--- config.mk ---
export PLATFORM = sky130hd
export DESIGN_NAME = bcd_calc_engine
export DESIGN_NICKNAME = d
export VERILOG_FILES = /design/src/rtl/bcd_calc_engine.sv
export SDC_FILE = /design/constraint.sdc
export NUM_CORES = 2
export LEC_CHECK = 0
export CELL_PAD_IN_SITES_DETAIL_PLACEMENT = 1
export CELL_PAD_IN_SITES_GLOBAL_PLACEMENT = 1
export CORE_MARGIN = 1
export CORE_UTILIZATION = 56
export CTS_BUF_LIST = sky130_fd_sc_hd__clkbuf_8
export CTS_CLUSTER_DIAMETER = 100
export DETAILED_ROUTE_END_ITERATION = 16
export GPL_TIMING_DRIVEN = 1
export PLACE_DENSITY_LB_ADDON = 0.12
export SLEW_MARGIN = 20
export SYNTH_ARGS = -nofsm -noshare
export SYNTH_HDL_FRONTEND = slang
export SYNTH_SLANG_ARGS = --single-unit
--- constraint.sdc ---
create_clock -name clk -period 35.3 [get_ports clk]
set_input_delay 10.59 -clock clk [delete_from_list [all_inputs] [get_ports clk]]
set_output_delay 10.59 -clock clk [all_outputs]
set_load 0.02 [all_outputs]
--- src/rtl/bcd_calc_engine.sv ---
// bcd_calc_engine: keypad calculator core. Builds "A op B=" on display line 1, converts the
// signed result with a serial double-dabble and shows it right-aligned on line 2.
module bcd_calc_engine #(
    parameter int DIGITS = 4,
    parameter bit MUL_EN = 1'b1
) (
    input  logic       clk,
    input  logic       rst,
    input  logic       key_down,
    input  logic [4:0] key_code,
    input  logic [4:0] char_addr,
    output logic [7:0] char_data,
    output logic       busy,
    output logic       result_valid,
    output logic       result_neg,
    output logic       key_err,
    output logic       disp_update
);
    localparam int RW = $clog2(64'd10 ** (2 * DIGITS));
    localparam int ND = 2 * DIGITS;
    localparam int CW = $clog2(RW + 1);
    localparam logic [3:0]    DMAX = 4'(DIGITS);
    localparam logic [CW-1:0] RW_C = CW'(RW);
    localparam logic [1:0] OP_NONE = 2'd0, OP_ADD = 2'd1, OP_SUB = 2'd2, OP_MUL = 2'd3;

    // state    | meaning
    // ENTER_A  | collecting digits of A, waiting for an operator
    // ENTER_B  | collecting digits of B, waiting for '='
    // CONVERT  | serial binary-to-BCD of |R|, one bit per cycle
    // SHOW     | result on line 2; a digit starts a new expression
    typedef enum logic [1:0] {ENTER_A, ENTER_B, CONVERT, SHOW} state_t;

    state_t          state;
    logic [RW-1:0]   a_q, b_q, bin_q, mag;
    logic [4*ND-1:0] bcd_q, bcd_nxt;
    logic [3:0]      cnt_a, cnt_b;
    logic [CW-1:0]   cnt_cv;
    logic [1:0]      op_q, key_op;
    logic            neg_q, res_neg, key_down_q, seen;
    logic [7:0]      image [32];
    logic [7:0]      line2 [16];
    logic [7:0]      op_char, dig_char;
    logic [4:0]      col_b;
    logic            key_ev, is_digit, is_op, is_eq, is_clr;

    assign key_ev   = key_down & ~key_down_q;
    assign is_digit = key_code <= 5'd9;
    assign is_op    = (key_code == 5'd10) || (key_code == 5'd11) || (MUL_EN && key_code == 5'd12);
    assign is_eq    = key_code == 5'd13;
    assign is_clr   = key_code == 5'd14;
    assign dig_char = {4'h3, key_code[3:0]};
    assign col_b    = {1'b0, cnt_a} + 5'd1 + {1'b0, cnt_b};

    always_comb begin
        key_op  = OP_MUL;
        op_char = 8'h2A;
        if (key_code == 5'd10) begin
            key_op  = OP_ADD;
            op_char = 8'h2B;
        end else if (key_code == 5'd11) begin
            key_op  = OP_SUB;
            op_char = 8'h2D;
        end
    end

    always_comb begin
        res_neg = 1'b0;
        mag     = '0;
        case (op_q)
            OP_ADD: mag = a_q + b_q;
            OP_SUB: begin
                res_neg = a_q < b_q;
                mag     = res_neg ? b_q - a_q : a_q - b_q;
            end
            OP_MUL: mag = a_q * b_q;
            default: mag = '0;
        endcase
    end

    function automatic logic [4*ND-1:0] dabble(input logic [4*ND-1:0] b, input logic in_bit);
        logic [4*ND-1:0] t;
        t = b;
        for (int i = 0; i < ND; i++)
            if (t[4*i +: 4] >= 4'd5) t[4*i +: 4] = t[4*i +: 4] + 4'd3;
        return {t[4*ND-2:0], in_bit};
    endfunction

    assign bcd_nxt = dabble(bcd_q, bin_q[RW-1]);

    // Line 2 is formatted from the final shift so it lands in the same edge as result_valid.
    always_comb begin
        seen = 1'b0;
        for (int j = 0; j < 16; j++) line2[j] = 8'h20;
        for (int i = ND - 1; i >= 0; i--) begin
            if (!seen && (bcd_nxt[4*i +: 4] != 4'd0 || i == 0)) begin
                seen = 1'b1;
                if (neg_q) line2[14 - i] = 8'h2D;
            end
            if (seen) line2[15 - i] = {4'h3, bcd_nxt[4*i +: 4]};
        end
    end

    always_ff @(posedge clk or posedge rst) begin
        if (rst) begin
            state        <= ENTER_A;
            a_q          <= '0;
            b_q          <= '0;
            op_q         <= OP_NONE;
            cnt_a        <= '0;
            cnt_b        <= '0;
            bin_q        <= '0;
            bcd_q        <= '0;
            cnt_cv       <= '0;
            neg_q        <= 1'b0;
            busy         <= 1'b0;
            result_valid <= 1'b0;
            result_neg   <= 1'b0;
            key_err      <= 1'b0;
            disp_update  <= 1'b0;
            char_data    <= 8'h20;
            key_down_q   <= 1'b0;
            for (int i = 0; i < 32; i++) image[i] <= 8'h20;
        end else begin
            key_down_q  <= key_down;
            key_err     <= 1'b0;
            disp_update <= 1'b0;
            char_data   <= image[char_addr];
            if (key_ev && is_clr) begin
                // Edge detector keeps tracking so a held clear is a single event.
                state        <= ENTER_A;
                a_q          <= '0;
                b_q          <= '0;
                op_q         <= OP_NONE;
                cnt_a        <= '0;
                cnt_b        <= '0;
                bin_q        <= '0;
                bcd_q        <= '0;
                cnt_cv       <= '0;
                neg_q        <= 1'b0;
                busy         <= 1'b0;
                result_valid <= 1'b0;
                result_neg   <= 1'b0;
                disp_update  <= 1'b1;
                char_data    <= 8'h20;
                for (int i = 0; i < 32; i++) image[i] <= 8'h20;
            end else begin
                case (state)
                    ENTER_A: if (key_ev) begin
                        if (is_digit) begin
                            if (cnt_a < DMAX) begin
                                a_q                 <= a_q * RW'(10) + RW'(key_code[3:0]);
                                image[{1'b0, cnt_a}] <= dig_char;
                                cnt_a               <= cnt_a + 4'd1;
                                disp_update         <= 1'b1;
                            end else key_err <= 1'b1;
                        end else if (is_op) begin
                            if (cnt_a != 4'd0) begin
                                op_q                 <= key_op;
                                image[{1'b0, cnt_a}] <= op_char;
                                state                <= ENTER_B;
                                disp_update          <= 1'b1;
                            end else key_err <= 1'b1;
                        end else if (is_eq) key_err <= 1'b1;
                    end
                    ENTER_B: if (key_ev) begin
                        if (is_digit) begin
                            if (cnt_b < DMAX) begin
                                b_q          <= b_q * RW'(10) + RW'(key_code[3:0]);
                                image[col_b] <= dig_char;
                                cnt_b        <= cnt_b + 4'd1;
                                disp_update  <= 1'b1;
                            end else key_err <= 1'b1;
                        end else if (is_eq) begin
                            if (cnt_b != 4'd0) begin
                                image[col_b] <= 8'h3D;
                                bin_q        <= mag;
                                neg_q        <= res_neg;
                                bcd_q        <= '0;
                                cnt_cv       <= RW_C;
                                busy         <= 1'b1;
                                state        <= CONVERT;
                                disp_update  <= 1'b1;
                            end else key_err <= 1'b1;
                        end else if (is_op) key_err <= 1'b1;
                    end
                    CONVERT: begin
                        bin_q <= {bin_q[RW-2:0], 1'b0};
                        bcd_q <= bcd_nxt;
                        if (cnt_cv == {{(CW-1){1'b0}}, 1'b1}) begin
                            busy         <= 1'b0;
                            result_valid <= 1'b1;
                            result_neg   <= neg_q;
                            state        <= SHOW;
                            disp_update  <= 1'b1;
                            for (int j = 0; j < 16; j++) image[16 + j] <= line2[j];
                        end else cnt_cv <= cnt_cv - 1'b1;
                    end
                    SHOW: if (key_ev) begin
                        if (is_digit) begin
                            for (int i = 0; i < 32; i++) image[i] <= 8'h20;
                            image[0]     <= dig_char;
                            a_q          <= RW'(key_code[3:0]);
                            b_q          <= '0;
                            cnt_a        <= 4'd1;
                            cnt_b        <= '0;
                            op_q         <= OP_NONE;
                            result_valid <= 1'b0;
                            result_neg   <= 1'b0;
                            state        <= ENTER_A;
                            disp_update  <= 1'b1;
                        end else if (is_op || is_eq) key_err <= 1'b1;
                    end
                    default: state <= ENTER_A;
                endcase
            end
        end
    end
endmodule

==> flow_summary.json <==
{
  "crit_arrival_ns": 15.60,
  "critPathMaxStageDelay_ns": 0.84,
  "worstHoldStart": "image[203]$_DFFE_PP0P_",
  "clock_sinks": 401,
  "mostFrequentLayoutCells": "inv_1, nand2_1, nor2_1",
  "wirelength_um": 153200,
  "h-tree-depth": 3,
  "ctsResizeCount": 0,
  "fin_nets": 5170,
  "hold_viol": 0,
  "tritoncts": "done",
  "synth.mux.area_fraction_pct": 5.883,
  "post-route-period-util_pct": 42.50,
  "cts_buffers": 76,
  "setup_viol": 0,
  "synth_fp_nets": 5226,
  "cts_hold_buf": 0,
  "port_buffers": 25,
  "gp_congestion": 0.9691,
  "die_y_um": 270.2,
  "grt_use_total_pct": 42.35,
  "drt_iter0_drc": 3623,
  "grt_max_degree": 151,
  "ys_seq_area_share_pct": 25.01,
  "final_common_cell": "inv_1",
  "drive_gt1_share_pct": 8.306,
  "synth-adder-area-share_pct": 23.76,
  "grt_pass1_wl_um": 237500,
  "cp-start-kind": "primary input",
  "fin_tns_setup_ns": 0,
  "synth_compound_area_share_pct": 17.43,
  "r2r-start": "b_q[0]$_DFFE_PP0P_",
  "synth_edf_count": 0,
  "grt_pass1_vias": 39740,
  "status": "completed",
  "die_area_um2": 73010,
  "insertion_delay_ns": 0.72,
  "ys_types": 99,
  "fmax_mhz": 66.66,
  "die_w_um": 270.2,
  "synth-xor-area-share_pct": 4.566,
  "clock_skew_ns": 0.05007,
  "period_needed_ns": 15.00,
  "cp_max_fo": 60,
  "rsz0062_at_grt": "false",
  "maxSlewViolCount": 0,
  "avgSynthCellArea_um2": 8.717,
  "synth_seq_cells": 401,
  "via_per_inst": 6.672,
  "hold_class": "flip-flop to flip-flop",
  "vias": 37150,
  "globalRouteOverflowTotal": 0,
  "drv_cap": 0,
  "path_class": "primary input to flip-flop",
  "path_cells": "clkdlybuf4s50_1 -> or2_2 -> a21oi_2 -> o21ai_0 -> nand2_1 -> and2_0 -> nand3_1 -> nor2_4 -> buf_4 -> a21oi_1 -> a22o_1",
  "syn_to_final_growth_pct": 6.865,
  "ioPinCount": 26,
  "drtAntennaViolNets": 0,
  "cts_setup_buffers": 0,
  "crit_family": "simple AND/OR/NAND/NOR gates",
  "yosys.area_share.simple_pct": 16.23,
  "synth_ff_type": "dfrtp_1",
  "synth_top_family_by_area": "adder cells",
  "cp_num_buf_inv": 2,
  "worst_slew_pin_slew_ns": 1.285,
  "end_kind": "flip-flop",
  "critPathLaunch": "key_code[2]",
  "clock_path_buffers": 3,
  "required_ns": 35.90,
  "async_flop_share_pct": 100.0,
  "syn-instance-count": 4621,
  "place_hpwl_um": 113600,
  "root_buffer": "clkbuf_8",
  "drc_errors": 0,
  "wl_per_cell_um": 27.52,
  "syn_area_um2": 40280,
  "antenna_found_initial": 6,
  "clk_pin_slew_ns": 0.06,
  "crit_slowest_cell": "a21oi_2",
  "yosysWarnings": 0,
  "core_area_um2": 70640,
  "slew_headroom_pct": 14.01,
  "row_count": 97,
  "firstDrtPassIters": 6,
  "start_util_pct": 57.03
}
## metal layers
| layer | GRT usage (%) | vias to the layer above | routed length (um) |
|---|---|---|---|
| met5 | 0 | - | 38 |
| met4 | 25.17 | 6 | 10770 |
| met3 | 7.761 | 671 | 12780 |
| met2 | 69.19 | 1988 | 71830 |
| met1 | 52.47 | 18760 | 57780 |
| li1 | - | 15720 | - |
## worst register-to-register path, delay by kind of cell (launching register included)
family	cells	cell delay (ns)
buf+inv	6	1.24
flops	1	0.32
compound gates	9	2.60
fa+ha+maj	7	2.97
simple gates	2	0.86
## layout make-up
class	count	area [um^2]
Antenna cell	4	10.01
Clock buffer	88	1211
Clock inverter	48	342.8
Fill cell	8335	27590
Inverter	515	1941
Multi-Input combinational cell	3467	27440
Sequential cell	401	10080
Tap cell	940	1176
Timing Repair Buffer	104	848.3
## worst paths after layout
kind	cells past startpoint	endpoint	slack (ns)
min in group asynchronous	2	bcd_q[25]$_DFFE_PP0P_	10.42
max in group asynchronous	4	image[214]$_DFFE_PP0P_	22.47
worst max-delay path	11	image[2]$_DFFE_PP0P_	20.30
worst min register to register	1	image[203]$_DFFE_PP0P_	0.47
worst min-delay path	1	image[203]$_DFFE_PP0P_	0.47
worst max register to register	24	bin_q[25]$_DFFE_PP0P_	27.19
## registers in the layout, indices dropped and copies added, names as in the netlist, 2 cells and up
signal,flops
cnt_cv,5
state,2
char_data,8
bcd_q,32
b_q,27
cnt_a,4
a_q,27
cnt_b,4
op_q,2
bin_q,27
image,256
## Yosys cell counts (all sizes together), types with 59 or more instances
master,count,area share (%)
a21o,59,1.1
nor2,461,4.3
nand3,87,1.1
ha,304,9.4
xnor2,149,3.2
xor2,61,1.3
o21ai,288,3.6
clkbuf,181,1.7
fa,288,14
inv,505,4.7
o22ai,72,1.1
mux4,80,4.5
dfrtp,368,23
a21oi,274,3.4
nand2,512,4.8
## logic make-up (layout without fill, tap and decap cells)
group | after synthesis | after routing
AOI/OAI and AO/OA | 1098 | 1098
muxes | 135 | 135
DFF | 401 | 401
adders and majority gates | 592 | 592
other | 0 | 4
buffers and inverters | 753 | 755
and+or+nand+nor | 1432 | 1432
xor gates and xnor gates | 210 | 210
## metrics by stage
step / worst slack (ns) / cells / area, um^2 / hold slack [ns] / utilization, %
4_1_cts: 20.39 / 5563 / 43030 / 0.4736 / 60.92
6_report: 20.30 / 5567 / 43050 / 0.4733 / 60.94
2_1_floorplan: 13.61 / 4621 / 40280 / 0.4403 / -
3_3_place_gp: 19.94 / 5427 / 41480 / 0.4560 / 58.72
5_1_grt: 20.05 / 5566 / 43040 / 0.4844 / 60.94
3_5_place_dp: 19.70 / 5427 / 41480 / 0.4611 / 58.72
Power is left out: the tool's default activity adds up to more than one toggle a clock period on the data nets, which glitch-free logic cannot reach.
